## config.mk

```make
export PLATFORM = sky130hd
export DESIGN_NAME = uart_transmitter
export DESIGN_NICKNAME = d
export VERILOG_FILES = /design/src/rtl/uart_transmitter_pkg.sv /design/src/rtl/uart_transmitter.sv
export SDC_FILE = /design/constraint.sdc
export NUM_CORES = 1
export LEC_CHECK = 0
export BUFFER_PORTS_ARGS = -buffer_cell sky130_fd_sc_hd__buf_2
export CELL_PAD_IN_SITES_DETAIL_PLACEMENT = 1
export CELL_PAD_IN_SITES_GLOBAL_PLACEMENT = 2
export CORE_ASPECT_RATIO = 1.5
export CORE_MARGIN = 2
export CORE_UTILIZATION = 37
export CTS_BUF_LIST = sky130_fd_sc_hd__clkbuf_4 sky130_fd_sc_hd__clkbuf_8
export DETAILED_ROUTE_END_ITERATION = 8
export PLACE_DENSITY_LB_ADDON = 0.1
export SLEW_MARGIN = 20
export SYNTH_ARGS = -nofsm -noshare
export SYNTH_HDL_FRONTEND = slang
export SYNTH_SLANG_ARGS = --single-unit
```

## constraint.sdc

```tcl
create_clock -name i_clk -period 2.1 [get_ports i_clk]
set_input_delay 0.42 -clock i_clk [delete_from_list [all_inputs] [get_ports i_clk]]
set_output_delay 0.42 -clock i_clk [all_outputs]
set_load 0.005 [all_outputs]
```

## src/rtl/uart_transmitter_pkg.sv

```systemverilog
// Shared UART definitions: state encodings and default frame parameters.
// Build option UART_TX_PARITY_EN adds the PARITY state (3-bit state encoding).
package uart_transmitter_pkg;

    localparam int UART_DATA_BITS_DEF = 8;
    localparam int UART_OS_TICKS_DEF  = 16;

`ifdef UART_TX_PARITY_EN
    typedef enum logic [2:0] {
        UART_IDLE   = 3'd0,
        UART_START  = 3'd1,
        UART_DATA   = 3'd2,
        UART_STOP   = 3'd3,
        UART_PARITY = 3'd4
    } uart_state_e;
`else
    typedef enum logic [1:0] {
        UART_IDLE  = 2'd0,
        UART_START = 2'd1,
        UART_DATA  = 2'd2,
        UART_STOP  = 2'd3
    } uart_state_e;
`endif

    // Tick counter width: enough for the longer of a data bit and the stop period.
    function automatic int tick_cnt_width(input int os_ticks, input int sb_ticks);
        int m;
        m = (os_ticks > sb_ticks) ? os_ticks : sb_ticks;
        return ($clog2(m) < 1) ? 1 : $clog2(m);
    endfunction

endpackage

```

## src/rtl/uart_transmitter.sv

```systemverilog
// UART TX: start bit, DATA_BITS data bits LSB first, optional even parity, stop bit(s).
// Define UART_TX_PARITY_EN to insert the parity bit between data and stop.
module uart_transmitter
    import uart_transmitter_pkg::*;
#(
    parameter int DATA_BITS = UART_DATA_BITS_DEF,
    parameter int SB_TICKS  = 16,
    parameter int OS_TICKS  = UART_OS_TICKS_DEF
) (
    input  logic                 i_clk,
    input  logic                 i_reset,
    input  logic                 i_tx_start,
    input  logic                 i_bd_tick,
    input  logic [DATA_BITS-1:0] i_data,
    output logic                 o_tx,
    output logic                 o_busy,
    output logic                 o_tx_done
);

    localparam int CW = tick_cnt_width(OS_TICKS, SB_TICKS);
    localparam int IW = $clog2(DATA_BITS) + 1;

    localparam logic [CW-1:0] OS_LAST  = CW'(OS_TICKS - 1);
    localparam logic [CW-1:0] SB_LAST  = CW'(SB_TICKS - 1);
    localparam logic [IW-1:0] IDX_LAST = IW'(DATA_BITS - 1);

    uart_state_e            state_q, state_d;
    logic [CW-1:0]          cnt_q,   cnt_d;
    logic [IW-1:0]          idx_q,   idx_d;
    logic [DATA_BITS-1:0]   shift_q, shift_d;
    logic                   tx_q,    tx_d;
    logic                   busy_q,  busy_d;
    logic                   done_q,  done_d;
`ifdef UART_TX_PARITY_EN
    logic                   par_q,   par_d;
`endif

    // Outputs are registered from the current state, so each line value
    // lags its state by one cycle; busy lags the same way so it still
    // reads high during the done pulse.
    always_comb begin
        state_d = state_q;
        cnt_d   = cnt_q;
        idx_d   = idx_q;
        shift_d = shift_q;
        tx_d    = 1'b1;
        busy_d  = (state_q != UART_IDLE);
        done_d  = 1'b0;
`ifdef UART_TX_PARITY_EN
        par_d   = par_q;
`endif
        case (state_q)
            UART_IDLE: begin
                tx_d = 1'b1;
                if (i_tx_start && !busy_q) begin
                    shift_d = i_data;
                    cnt_d   = '0;
                    state_d = UART_START;
`ifdef UART_TX_PARITY_EN
                    par_d   = ^i_data;
`endif
                end
            end
            UART_START: begin
                tx_d = 1'b0;
                if (i_bd_tick) begin
                    if (cnt_q == OS_LAST) begin
                        cnt_d   = '0;
                        idx_d   = '0;
                        state_d = UART_DATA;
                    end else begin
                        cnt_d = cnt_q + CW'(1);
                    end
                end
            end
            UART_DATA: begin
                tx_d = shift_q[0];
                if (i_bd_tick) begin
                    if (cnt_q == OS_LAST) begin
                        shift_d = shift_q >> 1;
                        cnt_d   = '0;
                        if (idx_q == IDX_LAST) begin
`ifdef UART_TX_PARITY_EN
                            state_d = UART_PARITY;
`else
                            state_d = UART_STOP;
`endif
                        end else begin
                            idx_d = idx_q + IW'(1);
                        end
                    end else begin
                        cnt_d = cnt_q + CW'(1);
                    end
                end
            end
`ifdef UART_TX_PARITY_EN
            UART_PARITY: begin
                tx_d = par_q;
                if (i_bd_tick) begin
                    if (cnt_q == OS_LAST) begin
                        cnt_d   = '0;
                        state_d = UART_STOP;
                    end else begin
                        cnt_d = cnt_q + CW'(1);
                    end
                end
            end
`endif
            UART_STOP: begin
                tx_d = 1'b1;
                if (i_bd_tick) begin
                    if (cnt_q == SB_LAST) begin
                        cnt_d   = '0;
                        done_d  = 1'b1;
                        state_d = UART_IDLE;
                    end else begin
                        cnt_d = cnt_q + CW'(1);
                    end
                end
            end
            default: begin
                state_d = UART_IDLE;
            end
        endcase
    end

    always_ff @(posedge i_clk) begin
        if (i_reset) begin
            state_q <= UART_IDLE;
            cnt_q   <= '0;
            idx_q   <= '0;
            shift_q <= '0;
            tx_q    <= 1'b1;
            busy_q  <= 1'b0;
            done_q  <= 1'b0;
`ifdef UART_TX_PARITY_EN
            par_q   <= 1'b0;
`endif
        end else begin
            state_q <= state_d;
            cnt_q   <= cnt_d;
            idx_q   <= idx_d;
            shift_q <= shift_d;
            tx_q    <= tx_d;
            busy_q  <= busy_d;
            done_q  <= done_d;
`ifdef UART_TX_PARITY_EN
            par_q   <= par_d;
`endif
        end
    end

    assign o_tx      = tx_q;
    assign o_busy    = busy_q;
    assign o_tx_done = done_q;

endmodule

```

**Word level (Yosys, flattened, before mapping)**

Cells that the tools add are included.

- Register bits: 21
- Input bits: 12
- Output and inout bits: 3
- Word-level logic and storage cells: 64

- $add $sub $neg: 2
- Eq/ne operators: 15
- Muxes and demuxes: 25
- Bitwise gates (word level): 2
- Reductions and logical operators: 13

Operators with widths:

| operator | count |
|---|---|
| 2-to-1 mux 4 bit | 8 |
| 2-to-1 mux 8 bit | 3 |
| inequality test 2 bit (second input constant) | 9 |
| 2-to-1 mux 2 bit | 8 |
| one-hot mux 4 bit (2 select lines) | 2 |
| one-hot mux 8 bit (2 select lines) | 1 |
| adder 4 x 1 -> 4 bit (second input constant) | 2 |
| one-hot mux 2 bit (4 select lines) | 1 |
| AND reduction 8 bit | 1 |
| AND reduction 6 bit | 1 |
| nonzero test 2 bit | 3 |
| OR reduction 3 bit | 2 |
| == test 2 bit (second input constant) | 2 |
| == test 4 x 3 -> 1 bit (second input constant) | 1 |
| == test 4 bit (second input constant) | 1 |
| AND reduction 4 bit | 1 |
| one-hot mux 1 bit (3 select lines) | 1 |
| == test 2 x 1 -> 1 bit (second input constant) | 1 |
| zero test 2 bit | 1 |
| inequality test 2 x 1 -> 1 bit (second input constant) | 1 |
| inverter 1 bit | 2 |
| AND reduction 2 bit | 1 |
| OR reduction 2 bit | 1 |
| logical AND 1 bit | 1 |
| 2 further kinds | 2 |

**Longest topological paths before layout**

Gate-level depths: netlist (run 1).

- Word-level depth: 5
- Mapped depth: 7
- Depth with buffers taken out: 6

**Least setup slack after synthesis (run 1)**

No wires, ideal clock.

- Kind: reg-to-reg
- Start: register state_q[0]
- End: register shift_q[2]
- Setup time: 0.134 ns
- Arrival: 1.406 ns
- Data required time: 1.966 ns
- Setup slack: 0.560 ns
- Stages on the path, launching flop included: 7
- Buffers on the path: 1
- Period minus slack after synthesis: 1.540 ns
- Path through: dfxtp_1 > inv_1 > ha_1 > mux2_4 > buf_12 > a21oi_2 > a311oi_2

- Word-level cells in the longest chain between the ends: 3
- Elaborated cells between the ends (all ways): 8
- Those cells by class: 4 x eq/ne; 1 x mux; 3 x reduce/logical

Ends and longest elaborated chain:

| what | RTL line | RTL |
|---|---|---|
| start, declared | uart_transmitter.sv:27 | `uart_state_e state_q, state_d;` |
| start signal, assigned | uart_transmitter.sv:140 | `state_q <= state_d;` |
| == test 2 bit / zero test 2 bit (equally long branches) | uart_transmitter.sv:52 | `case (state_q)` |
| inequality test 2 bit (no source line) / nonzero test 2 bit (equally long branches) | n/a |  |
| AND reduction 4 bit (no source line) | n/a |  |
| end signal, assigned | uart_transmitter.sv:143 | `shift_q <= shift_d;` |
| end, declared | uart_transmitter.sv:30 | `logic [DATA_BITS-1:0] shift_q, shift_d;` |

Several ways; a longest one is shown, not always the timed one.
A chain may end at the register's enable or synchronous reset.

**Final worst setup path (run 1)**

- Start: register state_q[0]
- End: register state_q[0]

- Word-level cells in the longest chain between the ends: 3
- Elaborated cells between the ends (all ways): 14
- Those cells by class: 11 x eq/ne; 1 x mux; 2 x reduce/logical

Ends and longest elaborated chain:

| what | RTL line |
|---|---|
| == test 2 bit (tied with other cells) | uart_transmitter.sv:52 |
| inequality test 2 bit (no source line) | n/a |
| AND reduction 8 bit (no source line) | n/a |

Several ways; a longest one is shown, not always the timed one.

==> reports/qor.yml, run 1 <==
status:
  status: "finished, final reports clean"
clocking:
  ctsResizeCount: 0
  clock-root-buffer: "clkbuf_8"
  clk_latency_ns: 0.26
  cts_setup_buffers: 0
  htree_levels: 1
  numCtsBuffers: 3
  cts_hold_buf: 0
  cts_tree: "built"
  clock_sinks: 21
  clk_pin_slew_worst_paths_ns: 0.08
  clk_path_buf_depth: 2
power:
  leakage_nw: 0.522
  ir_drop_v: 0.000689
  power_switching_mw: 0.749
  pwr-share-clk_pct: 15.2
  sw_frac_of_total_pct: 42.4
  p_int_mw: 1.02
  comb_power_share_pct: 51.1
  power_frac_seq_pct: 33.6
  powerDensity_mw_per_mm2: 1290
detailed_routing:
  drcViolationCount: 0
  detail_route.first_pass.iterations: 4
  drt_wl_total_um: 2910
  wire_per_inst_um: 16.1
  ant_nets: 0
  drtIter0Drc: 18
  vias_per_cell: 5.60
  vias: 1013
timing:
  maxSlewHeadroom_pct: 74.3
  fin_skew_ns: 0.00614
  period_minus_slack_ns: 1.76
  timing.hold.ws_ns: 0.423
  setup_viol: 0
  rsz0062_at_grt: "false"
  worst_slack_ns: 0.335
  timing.fmax_mhz: 567
  hold_viol_final: 0
  slew_viol_final: 0
  tightest_slew_ns: 0.386
  setup_tns_ns: 0
  post-route-period-util_pct: 84.0
grt:
  antenna_found_initial: 0
  grt_pass1_wl_um: 4900
  grt_pass1_vias: 1084
  grt_usage_pct: 17.1
  grt_remaining_overflow: 0
  grt_max_degree: 18
final_layout:
  register_area_um2: 420
  multiInputGateArea_um2: 743
  stdcell_count: 181
  fill_cells: 392
  fin_area_mm2: 0.00136
  syn_to_final_growth_pct: 9.22
  nets: 162
  antenna_cells: 0
  drive_gt1_share_pct: 24.1
logic_synthesis:
  ys_seq_elements: 21
  synth.top_cell.area_share_pct: 33.7
  netlist_area_mm2: 0.00125
  ys_seq_area_share_pct: 33.7
  synth_top_area_cell: "dfxtp_1"
  ys_types: 42
  synth_ff_type: "dfxtp_1"
  yosysWarnings: 0
  synth-edff-count: 0
  syn_avg_cell_area_um2: 9.61
  syn-instance-count: 130
  syn_nets: 150
  synth_area_leaders: "dfxtp_1 (34%), a311oi_2 (8.4%), ha_1 (8.0%), a21oi_1 (6.4%), mux2i_1 (5.6%)"
  ys_async_sr_fraction_pct: 0
critical_path:
  r2r-start: "state_q[0]$_SDFFE_PP0P_"
  startpoint_type: "flip-flop"
  crit_path_end_kind: "flip-flop"
  crit_path_max_fanout: 12
  r2r_slack_ns: 0.34
  worst_ep_arrival_time_ns: 1.91
  required_ns: 2.25
  regToRegEndpoint: "state_q[0]$_SDFFE_PP0P_"
  critical_path_class: "reg2reg"
  rr_worst_depth: 5
place:
  gp_congestion: 0.939
  io_buffers: 14
  dp.cells: 177
  dp_slack_ns: 0.342
  place_hpwl_um: 2230
  placed_cell_area_mm2: 0.00132
hold_path:
  hold_path_class: "in2reg"
  min_from: "i_reset"
  min_path_cells: 2
  hold_end: "cnt_q[0]$_SDFFE_PP0P_"
floorplan:
  core_area_mm2: 0.00319
  die_x_um: 51.4
  die_area_mm2: 0.00387
  die_h_um: 75.2
  start_util_pct: 39.1
  num_io_pins: 15
  fp-row-count: 25
flow_run:
  max_cap_violations: 0
==> final cells by class <==
type / instances / share of cell area [%]
tap: 40 / 3.67
clock buffer: 3 / 3.03
sequential: 21 / 30.8
timing repair buffer: 16 / 6.24
multi-input combinational: 95 / 54.5
inverter: 5 / 1.38
clock inverter: 1 / 0.367
==> per-layer routing <==
metal / wire (um) / up-vias / share of wire, % / GRT usage (%)
met2: 1630 / 14 / 56 / 32.9
met4: 45 / 0 / 1.5 / 7.89
met3: 58 / 4 / 2.0 / 2.58
met1: 1180 / 485 / 41 / 17.9
met5: 0 / - / 0 / 0
li1: - / 510 / - / -
==> cells by family (layout without fill, tap and decap cells) <==
group,Yosys count,after routing,synth area share [%]
compound gates,48,48,30.5
simple gates,31,31,14.2
buf+inv,14,25,6.81
fa+ha+maj,8,8,8.02
mux,8,8,6.81
flops,21,21,33.7
==> cell usage after synthesis (2+ instances only) <==
library cell / instances
a21oi_1: 16
a21oi_2: 2
a311oi_2: 7
and3_1: 2
buf_2: 4
clkbuf_1: 2
dfxtp_1: 21
ha_1: 8
inv_1: 5
mux2i_1: 7
nand2_1: 3
nand3_1: 5
nor2_1: 4
nor2b_1: 2
nor3_1: 5
o2111a_1: 2
o211ai_1: 2
o21a_1: 2
o21ai_0: 6
o21ai_1: 2
o2bb2ai_1: 2
==> metrics by stage <==
stage          util (%)  power [mW]
3_5_place_dp       41.3        1.52
3_3_place_gp       41.3        1.49
4_1_cts            42.7        1.80
2_1_floorplan         -        1.41
5_1_grt            42.7        1.92
6_report           42.7        1.77
==> placed cells by master (no fill, tap or decap), types with 2 or more instances in the layout <==
cell type  instances
o21a_1             2
o2bb2ai_1          2
dfxtp_1           21
nand3_1            5
a311oi_2           7
clkbuf_8           3
o2111a_1           2
o21ai_0            6
ha_1               8
a21oi_1           16
buf_2             14
a21oi_2            2
buf_4              2
nor2b_1            2
inv_1              5
and3_1             2
o21ai_1            2
o211ai_1           2
nor3_1             5
nand2_1            3
nor2_1             4
mux2i_1            7
==> worst max path at each step <==
stage / slack (ns) / to / from / cells after the start
2_1_floorplan: 0.56 / shift_q[2]$_SDFFE_PP0P_ / state_q[0]$_SDFFE_PP0P_ / 6
3_3_place_gp: 0.40 / state_q[0]$_SDFFE_PP0P_ / state_q[0]$_SDFFE_PP0P_ / 5
3_5_place_dp: 0.34 / state_q[0]$_SDFFE_PP0P_ / state_q[0]$_SDFFE_PP0P_ / 5
4_1_cts: 0.33 / state_q[0]$_SDFFE_PP0P_ / state_q[0]$_SDFFE_PP0P_ / 5
5_1_grt: 0.20 / state_q[0]$_SDFFE_PP0P_ / state_q[0]$_SDFFE_PP0P_ / 5
6_report: 0.34 / state_q[0]$_SDFFE_PP0P_ / state_q[0]$_SDFFE_PP0P_ / 5
==> power by group through the flow <==
| stage | combinational, mW | clock, mW | sequential [mW] |
|---|---|---|---|
| after floorplan | 0.822 | 0 | 0.585 |
| after global placement | 0.895 | 0 | 0.594 |
| after detailed placement | 0.914 | 0 | 0.603 |
| after CTS | 0.919 | 0.282 | 0.595 |
| after global routing | 1.00 | 0.303 | 0.612 |
| final | 0.903 | 0.269 | 0.594 |
==> flip-flops by register name (all words and copies together) (netlist names) <==
register   flops
cnt_q          4
idx_q          4
o_busy         1
o_tx           1
o_tx_done      1
shift_q        8
state_q        2
==> critical path: stages, from the launching register on <==
cell and delay (ns):
dfxtp_1 0.40, inv_1 0.11, ha_1 0.32, buf_4 0.24
o2bb2ai_1 0.19, o311a_1 0.39
(Power assumes the default switching activity.)
==> run 2: changes to the inputs <==
- CORE_UTILIZATION: 37 -> 34
- clock period: 2.1 -> 1.6 ns (I/O delays scaled with it)
==> run 2 against run 1 <==
  * Global-route usage fell by 0.097 points
  * Worst setup slack lost 0.25 ns
  * Clock skew fell by 0.0011 ns
  * Flip-flop and latch count did not move
  * Count of clock-buffer cells in the layout up 1
  * Design area is 11% higher
  * Routed wire length grew 12%
  * Register-to-register slack got worse by 0.25 ns
  * Cell count grew 6.1%
  * Total power rose by 48%
  * Largest cell class unchanged
  * Highest routed layer unchanged
==> reports/qor.yml, run 2 (same netlist as run 1, synthesis figures left out) <==
final_layout:
  nets: 170  # +4.9%
  antenna_cells: 0  # unchanged
  register_area_um2: 427  # +1.5%
  largest_register_ffs: 8  # unchanged
  syn_to_final_growth_pct: 21.6
  fin_area_mm2: 0.00152  # +11%
  final_cell_mix: "dfxtp_1 (18), a21oi_1 (16), buf_2 (14), buf_4 (9)"
  regMostFlops: "shift_q"
  stdcell_count: 192  # +6.1%
  drive_gt1_share_pct: 38.3  # +14 points
  fill_cells: 428  # +9.2%
  final_common_cell: "dfxtp_1"
  top_regs: "shift_q (8), cnt_q (4), idx_q (4)"
  multiInputGateArea_um2: 833  # +12%
critical_path:
  r2r_slack_ns: 0.08  # -0.25 ns
  r2r-start: "state_q[0]$_SDFFE_PP0P_"
  critical_path_class: "reg2reg"
  startpoint_type: "flip-flop"
  rr_worst_depth: 6  # +1
  crit_path_end_kind: "flip-flop"
  crit_path_max_fanout: 15  # +3
  regToRegEndpoint: "shift_q[3]$_SDFFE_PP0P_"
  worst_ep_arrival_time_ns: 1.69  # -0.22 ns
  required_ns: 1.77  # -0.48 ns
floorplan:
  start_util_pct: 34.9  # -4.3 points
  num_io_pins: 15  # unchanged
  die_h_um: 78.2  # +4.1%
  core_area_mm2: 0.00358  # +12%
  die_area_mm2: 0.00418  # +8.2%
  fp-row-count: 27  # +8.0%
  die_x_um: 53.5  # +4.0%
timing:
  tightest_slew_ns: 0.285  # -0.101 ns
  hold_viol_final: 0  # unchanged
  timing.fmax_mhz: 659  # +16%
  period_minus_slack_ns: 1.52  # -0.247 ns
  slew_viol_final: 0  # unchanged
  worst_slack_ns: 0.0825  # -0.253 ns
  fin_skew_ns: 0.00508  # -0.00105 ns
  rsz0062_at_grt: "true"
  maxSlewHeadroom_pct: 81.0  # +6.7 points
  setup_viol: 0  # unchanged
  post-route-period-util_pct: 94.8  # +11 points
grt:
  grt_usage_pct: 17.0  # -0.097 points
  grt_util_met2_pct: 31.1  # -1.8 points
  grt_use_met1_pct: 20.4  # +2.6 points
  grt_remaining_overflow: 0  # unchanged
  grt_pass1_wl_um: 5330  # +8.7%
  grt_pass1_vias: 1092  # +0.74%
  antenna_found_initial: 0  # unchanged
  grt-busiest-layer: "met2"
  use_met3_pct: 1.71  # -0.87 points
  grt_max_degree: 16  # -2
detailed_routing:
  detail_route.first_pass.iterations: 4  # unchanged
  vias_per_cell: 5.55  # -0.80%
  drtIter0Drc: 9  # -9
  vias: 1066  # +5.2%
  ant_nets: 0  # unchanged
  drcViolationCount: 0  # unchanged
  wire_per_inst_um: 17.0  # +5.4%
  drt_wl_total_um: 3260  # +12%
clocking:
  htree_levels: 1  # unchanged
  clock-root-buffer: "clkbuf_8"
  clk_latency_ns: 0.26  # about the same
  clock_sinks: 21  # unchanged
  clk_path_buf_depth: 2  # unchanged
  clk_pin_slew_worst_paths_ns: 0.08  # about the same
  numCtsBuffers: 3  # unchanged
  cts_setup_buffers: 0  # unchanged
  cts_tree: "built"
  cts_hold_buf: 0  # unchanged
hold_path:
  min_from: "i_reset"
  hold_path_class: "in2reg"
  hold_end: "shift_q[1]$_SDFFE_PP0P_"
  min_path_cells: 2  # unchanged
place:
  gp_congestion: 0.808  # -14%
  placed_cell_area_mm2: 0.00137  # +4.3%
  dp_slack_ns: -0.123  # -0.465 ns
  dp.cells: 187  # +5.6%
  io_buffers: 14  # unchanged
  place_hpwl_um: 2420  # +8.4%
status:
  status: "finished, final reports clean"
power:
  leakage_nw: 0.564  # +8.0%
  ir_drop_v: 0.000928  # +35%
  power_mw: 2.61  # +48%
  powerDensity_mw_per_mm2: 1720  # +33%
flow_run:
  max_cap_violations: 0  # unchanged
## run 2: cell types whose count changed in the layout (fill, tap and decap cells not counted), moves of 2 or more
| cell | before | now |
|---|---|---|
| buf_4 | 2 | 9 |
| dfxtp_1 | 21 | 18 |
| dfxtp_2 | 0 | 2 |
| ha_1 | 8 | 3 |
| ha_2 | 0 | 2 |
| ha_4 | 0 | 3 |
## run 2: through the flow
stage	TNS [ns]	hold slack [ns]	util, %
floorplan	0	0.437	-
global placement	-0.406	0.457	38.4
detailed placement	-1.14	0.467	38.4
CTS	0	0.322	41.0
global route	-0.0113	0.328	42.4
finish	0	0.322	42.4
## run 2: cell type report
type                    count  area share, %
clock buffers               4           3.21
inverters                   5           1.24
flip-flops and latches     21           28.1
well taps                  43           3.54
repair buffers             23           9.06
multi-input cells          96           54.9
## run 2: how the worst max path moves through the flow
stage / from / endpoint / slack [ns] / depth (start not counted)
after floorplan: state_q[0]$_SDFFE_PP0P_ / shift_q[2]$_SDFFE_PP0P_ / 0.06 / 6
after global placement: cnt_q[0]$_SDFFE_PP0P_ / shift_q[5]$_SDFFE_PP0P_ / -0.05 / 5
after detailed placement: cnt_q[0]$_SDFFE_PP0P_ / shift_q[0]$_SDFFE_PP0P_ / -0.12 / 5
after CTS: cnt_q[0]$_SDFFE_PP0P_ / shift_q[7]$_SDFFE_PP0P_ / 0.01 / 5
after global routing: state_q[0]$_SDFFE_PP0P_ / shift_q[5]$_SDFFE_PP0P_ / -0.01 / 6
final: state_q[0]$_SDFFE_PP0P_ / shift_q[3]$_SDFFE_PP0P_ / 0.08 / 6
## run 2: timing repair
| item | CTS | global route |
|---|---|---|
| endpoints found under the hold margin | 0 | 0 |
| gates resized for setup | 12 | 11 |
| setup endpoints to repair | 15 | 14 |
| cloned | 1 | 0 |
## run 2: metal layers
metal | wire (um) | vias to the layer above
met5 | 0 | -
met4 | 19 | 0
met3 | 58 | 2
met2 | 1820 | 12
met1 | 1360 | 520
li1 | - | 532
## run 2: report_power, final
| part | switching (mW) | leakage, nW | internal (mW) |
|---|---|---|---|
| clock | 0.177 | 0.0262 | 0.194 |
| sequential | 0.117 | 0.173 | 0.688 |
| combinational | 0.794 | 0.365 | 0.636 |
## run 2: critical path, cell delays in order, from the launching register on
cell and delay, ns:
dfxtp_2 0.35, inv_2 0.12, ha_2 0.27, buf_4 0.20, nand2_8 0.11, buf_4 0.18
a311oi_2 0.19
==> run 3: changes to the inputs <==
- CELL_PAD_IN_SITES_GLOBAL_PLACEMENT: 2 -> 1
- CORE_UTILIZATION: 34 -> 40
==> run 3 against run 2 <==
  * Sequential share of layout area down 0.31 points
  * Register-to-register slack worse by 0.02 ns
  * Flip-flop and latch count stayed put
  * Critical path type unchanged
  * Largest cell class unchanged
==> reports/qor.yml, run 3 (same netlist as run 1, synthesis figures left out) <==
timing:
  period_minus_slack_ns: 1.53  # +0.0161 ns
  setup_viol: 0  # unchanged
  setup_tns_ns: 0  # unchanged
  rsz0062_at_grt: "true"
  timing.fmax_mhz: 652  # -1.1%
  hold_viol_final: 0  # unchanged
  timing.hold.ws_ns: 0.325  # +0.00301 ns
  tightest_slew_ns: 0.347  # +0.0614 ns
  slew_viol_final: 0  # unchanged
  maxSlewHeadroom_pct: 76.9  # -4.1 points
  post-route-period-util_pct: 95.9  # +1.0 points
  worst_slack_ns: 0.0664  # -0.0161 ns
  fin_skew_ns: 0.00432  # -0.000768 ns
critical_path:
  rr_worst_depth: 5  # -1
  crit_slowest_cell: "mux2_4"
  cp_num_cells: 5  # -1
  worst_ep_arrival_time_ns: 1.74  # +0.05 ns
  worstSetupEndpoint: "shift_q[7]$_SDFFE_PP0P_"
  crit_path_max_fanout: 8  # -7
  cp-startpoint: "cnt_q[0]$_SDFFE_PP0P_"
  crit_path_end_kind: "flip-flop"
  cp_num_buf_inv: 0  # -3
  r2r_slack_ns: 0.07  # -0.02 ns
  r2r-start: "cnt_q[0]$_SDFFE_PP0P_"
  critPathTopFamily: "multiplexers"
  max_stage_delay_ns: 0.34  # about the same
  critical_path_class: "reg2reg"
  required_ns: 1.80  # +0.03 ns
  startpoint_type: "flip-flop"
  regToRegEndpoint: "shift_q[7]$_SDFFE_PP0P_"
  crit_chain: "ha_1, and4_2, mux2_4, a21bo_1, a21oi_1"
clocking:
  cts_setup_buffers: 0  # unchanged
  clock_sinks: 21  # unchanged
  clk_latency_ns: 0.26  # about the same
  htree_levels: 1  # unchanged
  cts_tree: "built"
  clk_path_buf_depth: 2  # unchanged
  cts_hold_buf: 0  # unchanged
  clk_pin_slew_worst_paths_ns: 0.08  # about the same
  numCtsBuffers: 3  # unchanged
  clock-root-buffer: "clkbuf_8"
  ctsResizeCount: 0  # -12
power:
  p_int_mw: 1.51  # -0.75%
  sw_frac_of_total_pct: 42.5  # +0.72 points
  leakage_nw: 0.581  # +3.0%
  powerDensity_mw_per_mm2: 1730  # +0.58%
  comb_power_share_pct: 56.4  # +1.5 points
  pwr-share-clk_pct: 13.6  # -0.7 points
  ir_drop_v: 0.00103  # +11%
  power_switching_mw: 1.11  # +2.2%
  power_mw: 2.62  # +0.50%
  power_frac_seq_pct: 30.0  # -0.9 points
final_layout:
  fin_util_pct: 51.6  # +9.2 points
  stdcell_count: 191  # -0.52%
  nets: 173  # +1.8%
  fill_cells: 359  # -16%
  regMostFlops: "shift_q"
  final_common_cell: "dfxtp_1"
  drive_gt1_share_pct: 39.5  # +1.2 points
  largest_register_ffs: 8  # unchanged
  register_area_um2: 422  # -1.2%
  multiInputGateArea_um2: 822  # -1.4%
  fin_area_mm2: 0.00152  # about the same
  top_regs: "shift_q (8), cnt_q (4), idx_q (4)"
  syn_to_final_growth_pct: 21.5  # about the same
  antenna_cells: 0  # unchanged
  final_cell_mix: "dfxtp_1 (20), a21oi_1 (14), buf_2 (14), buf_4 (12)"
hold_path:
  hold_path_class: "in2reg"
  min_path_cells: 3  # +1
  min_from: "i_data[7]"
detailed_routing:
  vias: 1108  # +3.9%
  detail_route.first_pass.iterations: 4  # unchanged
  drt_wl_total_um: 3210  # -1.6%
  vias_per_cell: 5.80  # +4.5%
  drtIter0Drc: 6  # -3
  ant_nets: 0  # unchanged
  wire_per_inst_um: 16.8  # -1.1%
  drcViolationCount: 0  # unchanged
grt:
  grt_remaining_overflow: 0  # unchanged
  grt_util_met2_pct: 37.9  # +6.8 points
  use_met3_pct: 2.06  # +0.35 points
  grt_max_degree: 18  # +2
  grt-busiest-layer: "met2"
  grt_use_met1_pct: 18.6  # -1.9 points
  antenna_found_initial: 0  # unchanged
  grt_usage_pct: 19.0  # +2.0 points
  grt_pass1_wl_um: 5350  # +0.39%
  grt_pass1_vias: 1205  # +10%
floorplan:
  num_io_pins: 15  # unchanged
  die_area_mm2: 0.00359  # -14%
  core_area_mm2: 0.00294  # -18%
  die_h_um: 72.4  # -7.4%
  die_x_um: 49.6  # -7.2%
  fp-row-count: 24  # -11%
  start_util_pct: 42.4  # +7.6 points
place:
  placed_cell_area_mm2: 0.00139  # +1.3%
  io_buffers: 14  # unchanged
  gp_congestion: 0.837  # +3.6%
  place_hpwl_um: 2420  # +0.12%
  dp.cells: 186  # -0.53%
  dp_slack_ns: 0.0204  # +0.143 ns
flow_run:
  max_cap_violations: 0  # unchanged
status:
  status: "finished, final reports clean"
run 3: layout make-up:
class	instances	area share, %
Inverter	5	1.24
Sequential cell	21	27.8
Tap cell	39	3.22
Timing Repair Buffer	26	10.6
Clock inverter	1	0.330
Multi-Input combinational cell	96	54.2
Clock buffer	3	2.72
run 3: per-layer routing:
metal	part of all wire (%)	up-vias
met5	0	-
met4	2.7	0
met3	1.8	7
met2	55	19
met1	40	548
li1	-	534
run 3: how the worst min path moves through the flow:
stage	end	slack [ns]
2_1_floorplan	idx_q[3]$_SDFFE_PP0P_	0.44
3_3_place_gp	idx_q[3]$_SDFFE_PP0P_	0.46
3_5_place_dp	idx_q[3]$_SDFFE_PP0P_	0.48
4_1_cts	shift_q[7]$_SDFFE_PP0P_	0.32
5_1_grt	shift_q[7]$_SDFFE_PP0P_	0.33
6_report	shift_q[7]$_SDFFE_PP0P_	0.33
run 3: worst register-to-register path, cell delays in order (launching register included):
cell     delay (ns)
dfxtp_1        0.32
ha_1           0.23
and4_2         0.27
mux2_4         0.34
a21bo_1        0.21
a21oi_1        0.11
run 3: power groups by stage:
stage | clock network [mW] | registers, mW | logic, mW
2_1_floorplan | 0 | 0.768 | 1.08
3_3_place_gp | 0 | 0.774 | 1.25
3_5_place_dp | 0 | 0.782 | 1.30
4_1_cts | 0.372 | 0.774 | 1.30
5_1_grt | 0.391 | 0.802 | 1.63
6_report | 0.357 | 0.786 | 1.48
